## src/rtl/pipe_pkg.sv

```systemverilog
// Shared definitions for the elastic pipeline-stage registers between D/E, E/M and M/W.
// Latency: none (types and constants only).
// Backpressure: not applicable.
package pipe_pkg;

    // Exception code meaning "no exception".
    localparam int EXC_NONE = 0;

    // PC presented on out_pc after reset (boot vector of the core).
    localparam logic [31:0] RESET_PC_DEFAULT = 32'h0000_3000;

    // Occupancy of a stage: nothing, head only, head plus skid.
    typedef enum logic [1:0] {
        ST_EMPTY = 2'd0,
        ST_ONE   = 2'd1,
        ST_FULL  = 2'd2
    } state_e;

    // Payload field layout used by the stages to pack and unpack DATA_W.
    localparam int PL_FIELD_W   = 32;
    localparam int PL_INSTR_LSB = 0;
    localparam int PL_ALU_LSB   = 32;
    localparam int PL_RT_LSB    = 64;
    localparam int PL_HILO_LSB  = 96;

endpackage

```

## src/rtl/pipe_entry.sv

```systemverilog
// One stage entry: valid bit plus pc, payload, exception code and delay-slot flag.
// Latency: load/clear/flush take effect at the next clock edge.
// Backpressure: none; the owner decides when to load or clear.
module pipe_entry
    import pipe_pkg::*;
#(
    parameter int               DATA_W   = 128,
    parameter int               PC_W     = 32,
    parameter int               EXC_W    = 5,
    parameter logic [PC_W-1:0]  RESET_PC = PC_W'(RESET_PC_DEFAULT)
) (
    input  logic              clk,
    input  logic              reset,
    input  logic              load,
    input  logic              clear,
    input  logic              flush,
    input  logic [PC_W-1:0]   flush_pc,
    input  logic [PC_W-1:0]   ld_pc,
    input  logic [DATA_W-1:0] ld_data,
    input  logic [EXC_W-1:0]  ld_exc,
    input  logic              ld_bd,
    output logic              vld,
    output logic [PC_W-1:0]   pc,
    output logic [DATA_W-1:0] data,
    output logic [EXC_W-1:0]  exc,
    output logic              bd
);

    logic              vld_q, vld_d;
    logic [PC_W-1:0]   pc_q, pc_d;
    logic [DATA_W-1:0] data_q, data_d;
    logic [EXC_W-1:0]  exc_q, exc_d;
    logic              bd_q, bd_d;

    // Flush plants a bubble carrying flush_pc; otherwise load beats clear.
    always_comb begin
        vld_d  = vld_q;
        pc_d   = pc_q;
        data_d = data_q;
        exc_d  = exc_q;
        bd_d   = bd_q;
        if (flush) begin
            vld_d  = 1'b0;
            pc_d   = flush_pc;
            data_d = '0;
            exc_d  = '0;
            bd_d   = 1'b0;
        end else if (load) begin
            vld_d  = 1'b1;
            pc_d   = ld_pc;
            data_d = ld_data;
            exc_d  = ld_exc;
            bd_d   = ld_bd;
        end else if (clear) begin
            vld_d  = 1'b0;
        end
    end

    // Entry storage; reset wins over everything.
    always_ff @(posedge clk) begin
        if (reset) begin
            vld_q  <= 1'b0;
            pc_q   <= RESET_PC;
            data_q <= '0;
            exc_q  <= '0;
            bd_q   <= 1'b0;
        end else begin
            vld_q  <= vld_d;
            pc_q   <= pc_d;
            data_q <= data_d;
            exc_q  <= exc_d;
            bd_q   <= bd_d;
        end
    end

    assign vld  = vld_q;
    assign pc   = pc_q;
    assign data = data_q;
    assign exc  = exc_q;
    assign bd   = bd_q;

endmodule

```

## src/rtl/pipe_stage_buf.sv

```systemverilog
// Elastic valid/ready pipeline stage with optional skid entry, flush bubble and stall counter.
// Latency: one cycle from accept to out_*; one entry per cycle while out_ready is high.
// Backpressure: SKID=1 gives a registered in_ready (drops only when full); SKID=0 passes out_ready through.
module pipe_stage_buf
    import pipe_pkg::*;
#(
    parameter int               DATA_W   = 128,
    parameter int               PC_W     = 32,
    parameter logic [PC_W-1:0]  RESET_PC = PC_W'(RESET_PC_DEFAULT),
    parameter int               EXC_W    = 5,
    parameter int               SKID     = 1,
    parameter int               CNT_W    = 16
) (
    input  logic              clk,
    input  logic              reset,
    input  logic              in_valid,
    output logic              in_ready,
    input  logic [PC_W-1:0]   in_pc,
    input  logic [DATA_W-1:0] in_data,
    input  logic [EXC_W-1:0]  in_exc,
    input  logic              in_bd,
    input  logic [EXC_W-1:0]  local_exc,
    output logic              out_valid,
    input  logic              out_ready,
    output logic [PC_W-1:0]   out_pc,
    output logic [DATA_W-1:0] out_data,
    output logic [EXC_W-1:0]  out_exc,
    output logic              out_bd,
    input  logic              flush,
    input  logic [PC_W-1:0]   flush_pc,
    output logic [CNT_W-1:0]  stall_cnt
);

    state_e            state_q, state_d;
    logic              in_rdy_q, in_rdy_d;
    logic [CNT_W-1:0]  cnt_q, cnt_d;

    logic              accept, issue;
    logic [EXC_W-1:0]  cap_exc;
    logic              head_load, head_clr, head_from_skid;
    logic              skid_load, skid_clr;

    logic              head_vld;
    logic [PC_W-1:0]   hd_pc;
    logic [DATA_W-1:0] hd_data;
    logic [EXC_W-1:0]  hd_exc;
    logic              hd_bd;

    logic              skid_vld;
    logic [PC_W-1:0]   skid_pc;
    logic [DATA_W-1:0] skid_data;
    logic [EXC_W-1:0]  skid_exc;
    logic              skid_bd;

    assign accept = in_valid & in_ready;
    assign issue  = head_vld & out_ready;

    // The earliest exception wins: an upstream code masks the local one.
    assign cap_exc = (in_exc != EXC_W'(EXC_NONE)) ? in_exc : local_exc;

    // Head refills from the skid when draining FULL, otherwise from the input.
    assign hd_pc   = head_from_skid ? skid_pc   : in_pc;
    assign hd_data = head_from_skid ? skid_data : in_data;
    assign hd_exc  = head_from_skid ? skid_exc  : cap_exc;
    assign hd_bd   = head_from_skid ? skid_bd   : in_bd;

    // Occupancy FSM: decides which entry loads or clears; flush empties the stage.
    always_comb begin
        state_d        = state_q;
        head_load      = 1'b0;
        head_clr       = 1'b0;
        head_from_skid = 1'b0;
        skid_load      = 1'b0;
        skid_clr       = 1'b0;
        if (flush) begin
            state_d = ST_EMPTY;
        end else begin
            case (state_q)
                ST_EMPTY: begin
                    if (accept) begin
                        head_load = 1'b1;
                        state_d   = ST_ONE;
                    end
                end
                ST_ONE: begin
                    if (accept && issue) begin
                        head_load = 1'b1;
                    end else if (accept) begin
                        skid_load = 1'b1;
                        state_d   = ST_FULL;
                    end else if (issue) begin
                        head_clr  = 1'b1;
                        state_d   = ST_EMPTY;
                    end
                end
                ST_FULL: begin
                    if (issue && skid_vld) begin
                        head_load      = 1'b1;
                        head_from_skid = 1'b1;
                        skid_clr       = 1'b1;
                        state_d        = ST_ONE;
                    end else if (issue) begin
                        head_clr = 1'b1;
                        state_d  = ST_EMPTY;
                    end
                end
                default: state_d = ST_EMPTY;
            endcase
        end
        in_rdy_d = (state_d != ST_FULL);
    end

    // Saturating count of cycles where the head waits on downstream.
    always_comb begin
        cnt_d = cnt_q;
        if (head_vld && !out_ready && (cnt_q != {CNT_W{1'b1}})) begin
            cnt_d = cnt_q + CNT_W'(1);
        end
    end

    // Control state; in_ready comes straight from a flop for the skid variant.
    always_ff @(posedge clk) begin
        if (reset) begin
            state_q  <= ST_EMPTY;
            in_rdy_q <= 1'b1;
            cnt_q    <= '0;
        end else begin
            state_q  <= state_d;
            in_rdy_q <= in_rdy_d;
            cnt_q    <= cnt_d;
        end
    end

    pipe_entry #(
        .DATA_W   (DATA_W),
        .PC_W     (PC_W),
        .EXC_W    (EXC_W),
        .RESET_PC (RESET_PC)
    ) u_head (
        .clk      (clk),
        .reset    (reset),
        .load     (head_load),
        .clear    (head_clr),
        .flush    (flush),
        .flush_pc (flush_pc),
        .ld_pc    (hd_pc),
        .ld_data  (hd_data),
        .ld_exc   (hd_exc),
        .ld_bd    (hd_bd),
        .vld      (head_vld),
        .pc       (out_pc),
        .data     (out_data),
        .exc      (out_exc),
        .bd       (out_bd)
    );

    if (SKID != 0) begin : g_skid
        pipe_entry #(
            .DATA_W   (DATA_W),
            .PC_W     (PC_W),
            .EXC_W    (EXC_W),
            .RESET_PC (RESET_PC)
        ) u_skid (
            .clk      (clk),
            .reset    (reset),
            .load     (skid_load),
            .clear    (skid_clr),
            .flush    (flush),
            .flush_pc (flush_pc),
            .ld_pc    (in_pc),
            .ld_data  (in_data),
            .ld_exc   (cap_exc),
            .ld_bd    (in_bd),
            .vld      (skid_vld),
            .pc       (skid_pc),
            .data     (skid_data),
            .exc      (skid_exc),
            .bd       (skid_bd)
        );
        assign in_ready = in_rdy_q;
    end else begin : g_noskid
        assign skid_vld  = 1'b0;
        assign skid_pc   = '0;
        assign skid_data = '0;
        assign skid_exc  = '0;
        assign skid_bd   = 1'b0;
        assign in_ready  = out_ready | ~head_vld;
    end

    assign out_valid = head_vld;
    assign stall_cnt = cnt_q;

endmodule
```

## config.mk

```make
export PLATFORM = sky130hd
export DESIGN_NAME = pipe_stage_buf
export DESIGN_NICKNAME = d
export VERILOG_FILES = /design/src/rtl/pipe_pkg.sv /design/src/rtl/pipe_entry.sv /design/src/rtl/pipe_stage_buf.sv
export SDC_FILE = /design/constraint.sdc
export NUM_CORES = 1
export LEC_CHECK = 0
export CAP_MARGIN = 0
export CORE_ASPECT_RATIO = 0.7
export CORE_MARGIN = 2
export CORE_UTILIZATION = 39
export DETAILED_ROUTE_END_ITERATION = 8
export GPL_TIMING_DRIVEN = 0
export PLACE_DENSITY_LB_ADDON = 0.3
export SLEW_MARGIN = 20
export SYNTH_ARGS = -nofsm -noshare
export SYNTH_HDL_FRONTEND = slang
export SYNTH_HIERARCHICAL = 1
export SYNTH_SLANG_ARGS = --single-unit
```

## constraint.sdc

```tcl
create_clock -name clk -period 3.75 [get_ports clk]
set_input_delay 0.5625 -clock clk [delete_from_list [all_inputs] [get_ports clk]]
set_output_delay 0.5625 -clock clk [all_outputs]
set_load 0.02 [all_outputs]
```

* After elaboration in Yosys (flattened, before gate mapping)
Index checks and enable logic that the tools add are counted.
** Storage, ports and cells
- Word-level logic and storage cells :: 68
- Bits in latches :: 0
- Memory bits (writable) :: 0
- Bits in read-only memories :: 0
- Input port bits :: 208
- Output and inout bits :: 184
- Bits in registers :: 353
- Memories :: 0
** Cells by class
- Bitwise operators :: 2
- Equality and inequality tests :: 4
- Shift-type cells :: 0
- Muxes and demuxes :: 36
- Reductions and logical operators :: 12
- Multipliers :: 0
- Divide/modulo/power cells :: 0
- Add/subtract/negate cells :: 1
- Magnitude comparators :: 0
** Operator list (number)
- two-way mux 32 bit :: 5
- two-way mux 128 bit :: 1
- two-way mux 1 bit :: 19
- adder 16 x 1 -> 16 bit (second input constant) :: 1
- inequality test 16 bit (second input constant) :: 1
- two-way mux 2 bit :: 6
- two-way mux 5 bit :: 2
- nonzero test 2 bit :: 4
- one-hot mux 2 bit (3 select lines) :: 1
- nonzero test 5 bit :: 1
- logical AND 1 bit :: 4
- one-hot mux 1 bit (3 select lines) :: 1
- bitwise AND 1 bit :: 2
- equality test 2 x 1 -> 1 bit (second input constant) :: 1
- equality test 2 bit (second input constant) :: 1
- logical NOT 2 bit :: 1
- inequality test 2 bit (second input constant) :: 1
- one-hot mux 1 bit (2 select lines) :: 1
- OR reduction 2 bit :: 1
- logical NOT 1 bit :: 1

* Depth between registers and ports, before layout
- Depth after elaboration :: 8
- Gate-level depth with buffers :: 10
- Gate-level depth less buffers :: 7

* Hierarchy
Netlist, hierarchy kept.
** Modules (own cells, without submodules)
- pipe_entry :: cells each 580, sequential area each 3343.2 µm², times used 2, area an instance 6366.1 µm²
- pipe_stage_buf :: cells each 327, sequential area each 380.4 µm², times used 1, area an instance 3241.9 µm²

* Least setup slack after synthesis
No wires, ideal clock.
- Kind :: reg2reg
- From :: reg u_head.vld_q, in the netlist u_head/vld
- To :: reg u_head.data_q[67], in the netlist u_head/data[67]
- Period minus slack after synthesis :: 2.033 ns
- Setup time :: 0.115 ns
- Stages on the path, launching flop included :: 10
- Setup slack :: 1.717 ns
- Path buffers :: 2
- Data required time :: 3.635 ns
- Data arrival time :: 1.919 ns
- Cell sequence :: dfxtp_1 -> nand2_1 -> nor2_1 -> nand3_2 -> inv_2 -> buf_6 -> buf_6 -> mux2_2 -> mux2i_1 -> nor2_2
** Between the ends
- Cells in the longest elaborated chain, start to end :: 6
- Elaborated cells on any way between the ends :: 10
- Those cells by class :: 7 x mux; 1 x bitwise; 2 x reduce/logical
** Ends and longest elaborated chain
- from (decl) :: RTL line pipe_entry.sv:29 : logic vld_q, vld_d;
- from (signal assigned) :: RTL line pipe_entry.sv:68 : vld_q <= vld_d;
- bitwise AND 1 bit :: RTL line pipe_stage_buf.sv:56 : assign issue = head_vld & out_ready;
- logical AND 1 bit :: RTL line pipe_stage_buf.sv:97 : if (issue && skid_vld) begin
- two-way mux 1 bit :: RTL line pipe_stage_buf.sv:97
- two-way mux 1 bit :: RTL line pipe_stage_buf.sv:78 : case (state_q)
- two-way mux 1 bit :: RTL line pipe_stage_buf.sv:75 : if (flush) begin
- two-way mux 128 bit :: RTL line pipe_stage_buf.sv:63 : assign hd_data = head_from_skid ? skid_data : in_data;
- named net hd_data[67] :: RTL line pipe_stage_buf.sv:45 : logic [DATA_W-1:0] hd_data;
- to (signal assigned) :: RTL line pipe_entry.sv:70 : data_q <= data_d;
- to (decl) :: RTL line pipe_entry.sv:31 : logic [DATA_W-1:0] data_q, data_d;
The timed path passes the listed nets, and every way through them passes these cells.
A chain may end at the register's enable or synchronous reset.

* Worst setup path in the final report
- From :: in flush
- To :: reg u_head.pc_q[1], in the netlist u_head/pc[1]
** Between the ends
- Cells in the longest elaborated chain, start to end :: 4
- Elaborated cells on any way between the ends :: 6
- Those cells by class :: 5 x mux; 1 x reduce/logical
** Ends and longest elaborated chain
- from (decl) :: RTL line pipe_stage_buf.sv:29 : input logic flush,
- two-way mux 1 bit :: RTL line pipe_stage_buf.sv:75
- two-way mux 32 bit :: RTL line pipe_stage_buf.sv:62 : assign hd_pc = head_from_skid ? skid_pc : in_pc;
- named net hd_pc[1] :: RTL line pipe_stage_buf.sv:44 : logic [PC_W-1:0] hd_pc;
- two-way mux 32 bit :: RTL line pipe_entry.sv:48 : end else if (load) begin
- two-way mux 32 bit :: RTL line pipe_entry.sv:42 : if (flush) begin
- to (signal assigned) :: RTL line pipe_entry.sv:69 : pc_q <= pc_d;
- to (decl) :: RTL line pipe_entry.sv:30 : logic [PC_W-1:0] pc_q, pc_d;
The timed path passes the listed nets, and every way through them passes these cells. The select of a mux whose other input is x is not followed.

==> out/qor.txt <==
Status = complete, no violations
Core ar. = 40,100 sq um
Multi-input logic area = 8180 sq um
Worst Path Arrival = 3250 ps
H-tree depth = 2
Vias in the first global route = 12,422
Worst VDD drop = 0.000288 V
Post-Synthesis Cell Area = 16,000 sq um
Number of synthesized flops with an enable pin = 0
Total gr overflow = 0
Hold crit path type = flip-flop to flip-flop
Setup_tns = 0 ps
Worst-Skew Late Latency = 520 ps
Crit path required time = 4130 ps
Sw Share = 24.0%
CTS clk-pin slew, worst paths = 60 ps
Port Buf Inserts = 391
Critical hold path startpoint = g_skid.u_skid/data[42]
Final period utilization = 76.6%
Via/cell ratio = 4.98
Yosys warnings = 6
Vias = 12,358
Cell with the most instances after synthesis = dfxtp_1
Initial antenna violation count = 1
Largest area contributor in the netlist = dfxtp_1
Largest cells by area after synthesis = dfxtp_1 44%, mux2i_1 21%, mux2_2 12%
Setup WS pre-CTS = 252 ps
Slew headroom = 48.9%
Post_cts resized = 0
First drt pass iteration count = 4
Critical Path Start Type = input port
Clk root buf = clkbuf_16
Post-layout min period = 2870 ps
Storage element area = 7070 sq um
Max cap viols = 0
Clock Sinks = 353
Standard-cell row count = 61
Hold Path Depth = 2
Comb power frac = 12.3%
Crit path capture type = flip-flop
Reg2reg path depth = 8
Power consumption = 8570 uW
Fmax = 0.348 GHz
First-pass GRT wire length = 71.1 mm
Int Pwr = 6520 uW
Cells after Synth = 1,487
Slowest stage delay, CP = 810 ps
WHS = 489 ps
Post-DR wirelength/cell = 18.6 microns
Sequential share of power = 45.4%
Chip height = 173 microns
Worst Tran Pin Value = 764 ps
Most frequent cells after synthesis = 353 x dfxtp_1, 332 x mux2i_1, 181 x nor2_1, 169 x mux2_2, 100 x nor2_2
Worst-path fanout max = 20
CTS tree = yes
Die X = 246 microns
Share of cells above drive strength 1 = 21.0%
Clock buffer depth = 3
Post-synthesis sequential area ratio = 44.2%
Post-CTS setup buffers = 0
P_sw = 2060 uW
Worst r2r dst = u_head/pc[1]
Setup slack after layout = 877 ps
Share of the synthesized area in the top cell type = 44.2%
Unrepaired setup endpoints after global routing = no
Fin util = 54.3%
Synth Flop Type = dfxtp_1
Total GRT Usage = 21.1%
Detailed Route Iter0 Violations = 515
Clk network pwr share = 42.2%
WHS Endpoint = g_skid.u_skid/data[42]
Layout Nets = 2,130
Clock skew = 9.06 ps
TritonCTS buffer count = 37
Final-report setup violation count = 0
R2r startpoint = u_head/vld
DRC violations left = 0
Syn Area/Cell = 10.7 sq um
Library cells used by synthesis = 50
Final wirelength = 46.2 mm
GPL Wtd Cong = 0.844
Die Area = 42,600 sq um
Max-slew violations = 0
Slowest cell on crit path = clkdlybuf4s50_1
Net Count, Synth = 1,700
FF+latch count, synth = 353
Pwr dens = 394 nW/um^2
Hold Vio Cnt, Final = 0
Fraction of registers with async set or reset after synthesis = 0%
Initial Util = 39.9%
Dpl hpwl = 33.9 mm
Hold_buf cts = 0
R2R setup slack = 1190 ps
Leak = 0.00746 uW
Critical path class = input port to flip-flop
Antenna-violating nets left = 0
CP Cell Sequence = clkdlybuf4s50_1 > nor2_1 > nand3_2 > inv_2 > buf_2 > mux2_2 > mux2i_1 > a211oi_1
Num ports = 392
Largest net degree at the start of global routing = 21
Fill count = 3,495
Area delta synth->final = 36.2%
registers in the layout, indices dropped and copies added (netlist names):
register            count
g_skid.u_skid/exc       5
g_skid.u_skid/bd        1
u_head/vld              1
state_q                 2
stall_cnt              16
g_skid.u_skid/vld       1
g_skid.u_skid/pc       32
u_head/pc              32
u_head/data           128
g_skid.u_skid/data    128
u_head/bd               1
in_ready                1
u_head/exc              5
critical path, delay by kind of cell:
family | cells | cell delay (ps)
simple gates | 2 | 550
compound gates | 1 | 100
buf+inv | 3 | 1470
mux | 2 | 550
power groups by stage:
stage	Sequential, uW	Clock [uW]	Combinational [uW]
5_1_grt	3900	3890	1130
4_1_cts	3890	3740	1060
3_5_place_dp	3970	0	1060
6_report	3890	3620	1060
3_3_place_gp	3970	0	1040
2_1_floorplan	4040	0	482
final cells by class:
type	instances	share of cell area, %
diodes	4	0.0460
plain buffers	109	3.22
clock buffers	55	5.08
clock inverters	9	0.368
inverters	7	0.121
multi-input cells	1018	37.6
flip-flops and latches	353	32.5
well taps	535	3.08
repair buffers	391	18.0
per-layer routing:
metal	track usage (%)	up-vias	wire length, microns
met2	33.4	351	20900
met5	0	-	0
met1	28.5	5882	21400
met3	4.61	69	2690
met4	6.59	0	1290
li1	-	6056	-
stage by stage:
stage | std cells | instance area (sq um)
floorplan | 1487 | 16000
global placement | 2413 | 20600
detailed placement | 2413 | 20600
CTS | 2477 | 21700
global route | 2478 | 21700
finish | 2481 | 21800
layout by cell type, fill, tap and decap left out, drive strengths merged, types with 2 or more instances in the layout:
master and instances:
nor3b 5, o21ai 5, or3 2, a21oi 17, mux2i 332, and3 4
diode 4, clkbuf 90, o21a 3, o31ai 5, or2 3, nor2 281
or4 7, nand3 8, nor3 3, clkdlybuf4s50 391, nand4 8, ha 5
nor4 4, mux2 171, nor2b 68, and4 2, dfxtp 353, nand2 8
buf 74, a21o 5, inv 9, clkinv 5, a211oi 60
kinds of logic (layout without fill, tap and decap cells):
family / count (synthesis) / in the layout / share of synthesized area, %
fa+ha+maj: 6 / 6 / 0.454
compound gates: 102 / 102 / 4.50
flops: 353 / 353 / 44.2
mux: 503 / 503 / 32.9
simple gates: 407 / 407 / 13.4
buf+inv: 116 / 571 / 4.54
other cells: 0 / 4 / 0
how the worst max path moves through the flow:
| stage | start | cells after the start | endpoint | slack (ps) |
|---|---|---|---|---|
| final | flush | 8 | u_head/pc[1] | 880 |
| after global routing | flush | 8 | u_head/pc[29] | 590 |
| after CTS | flush | 8 | u_head/pc[29] | 800 |
| after detailed placement | flush | 8 | u_head/pc[29] | 250 |
| after global placement | flush | 8 | u_head/pc[29] | 330 |
| after floorplan | u_head/vld | 9 | u_head/data[67] | 1720 |
Note: power is estimated with default switching activity, not from simulation.
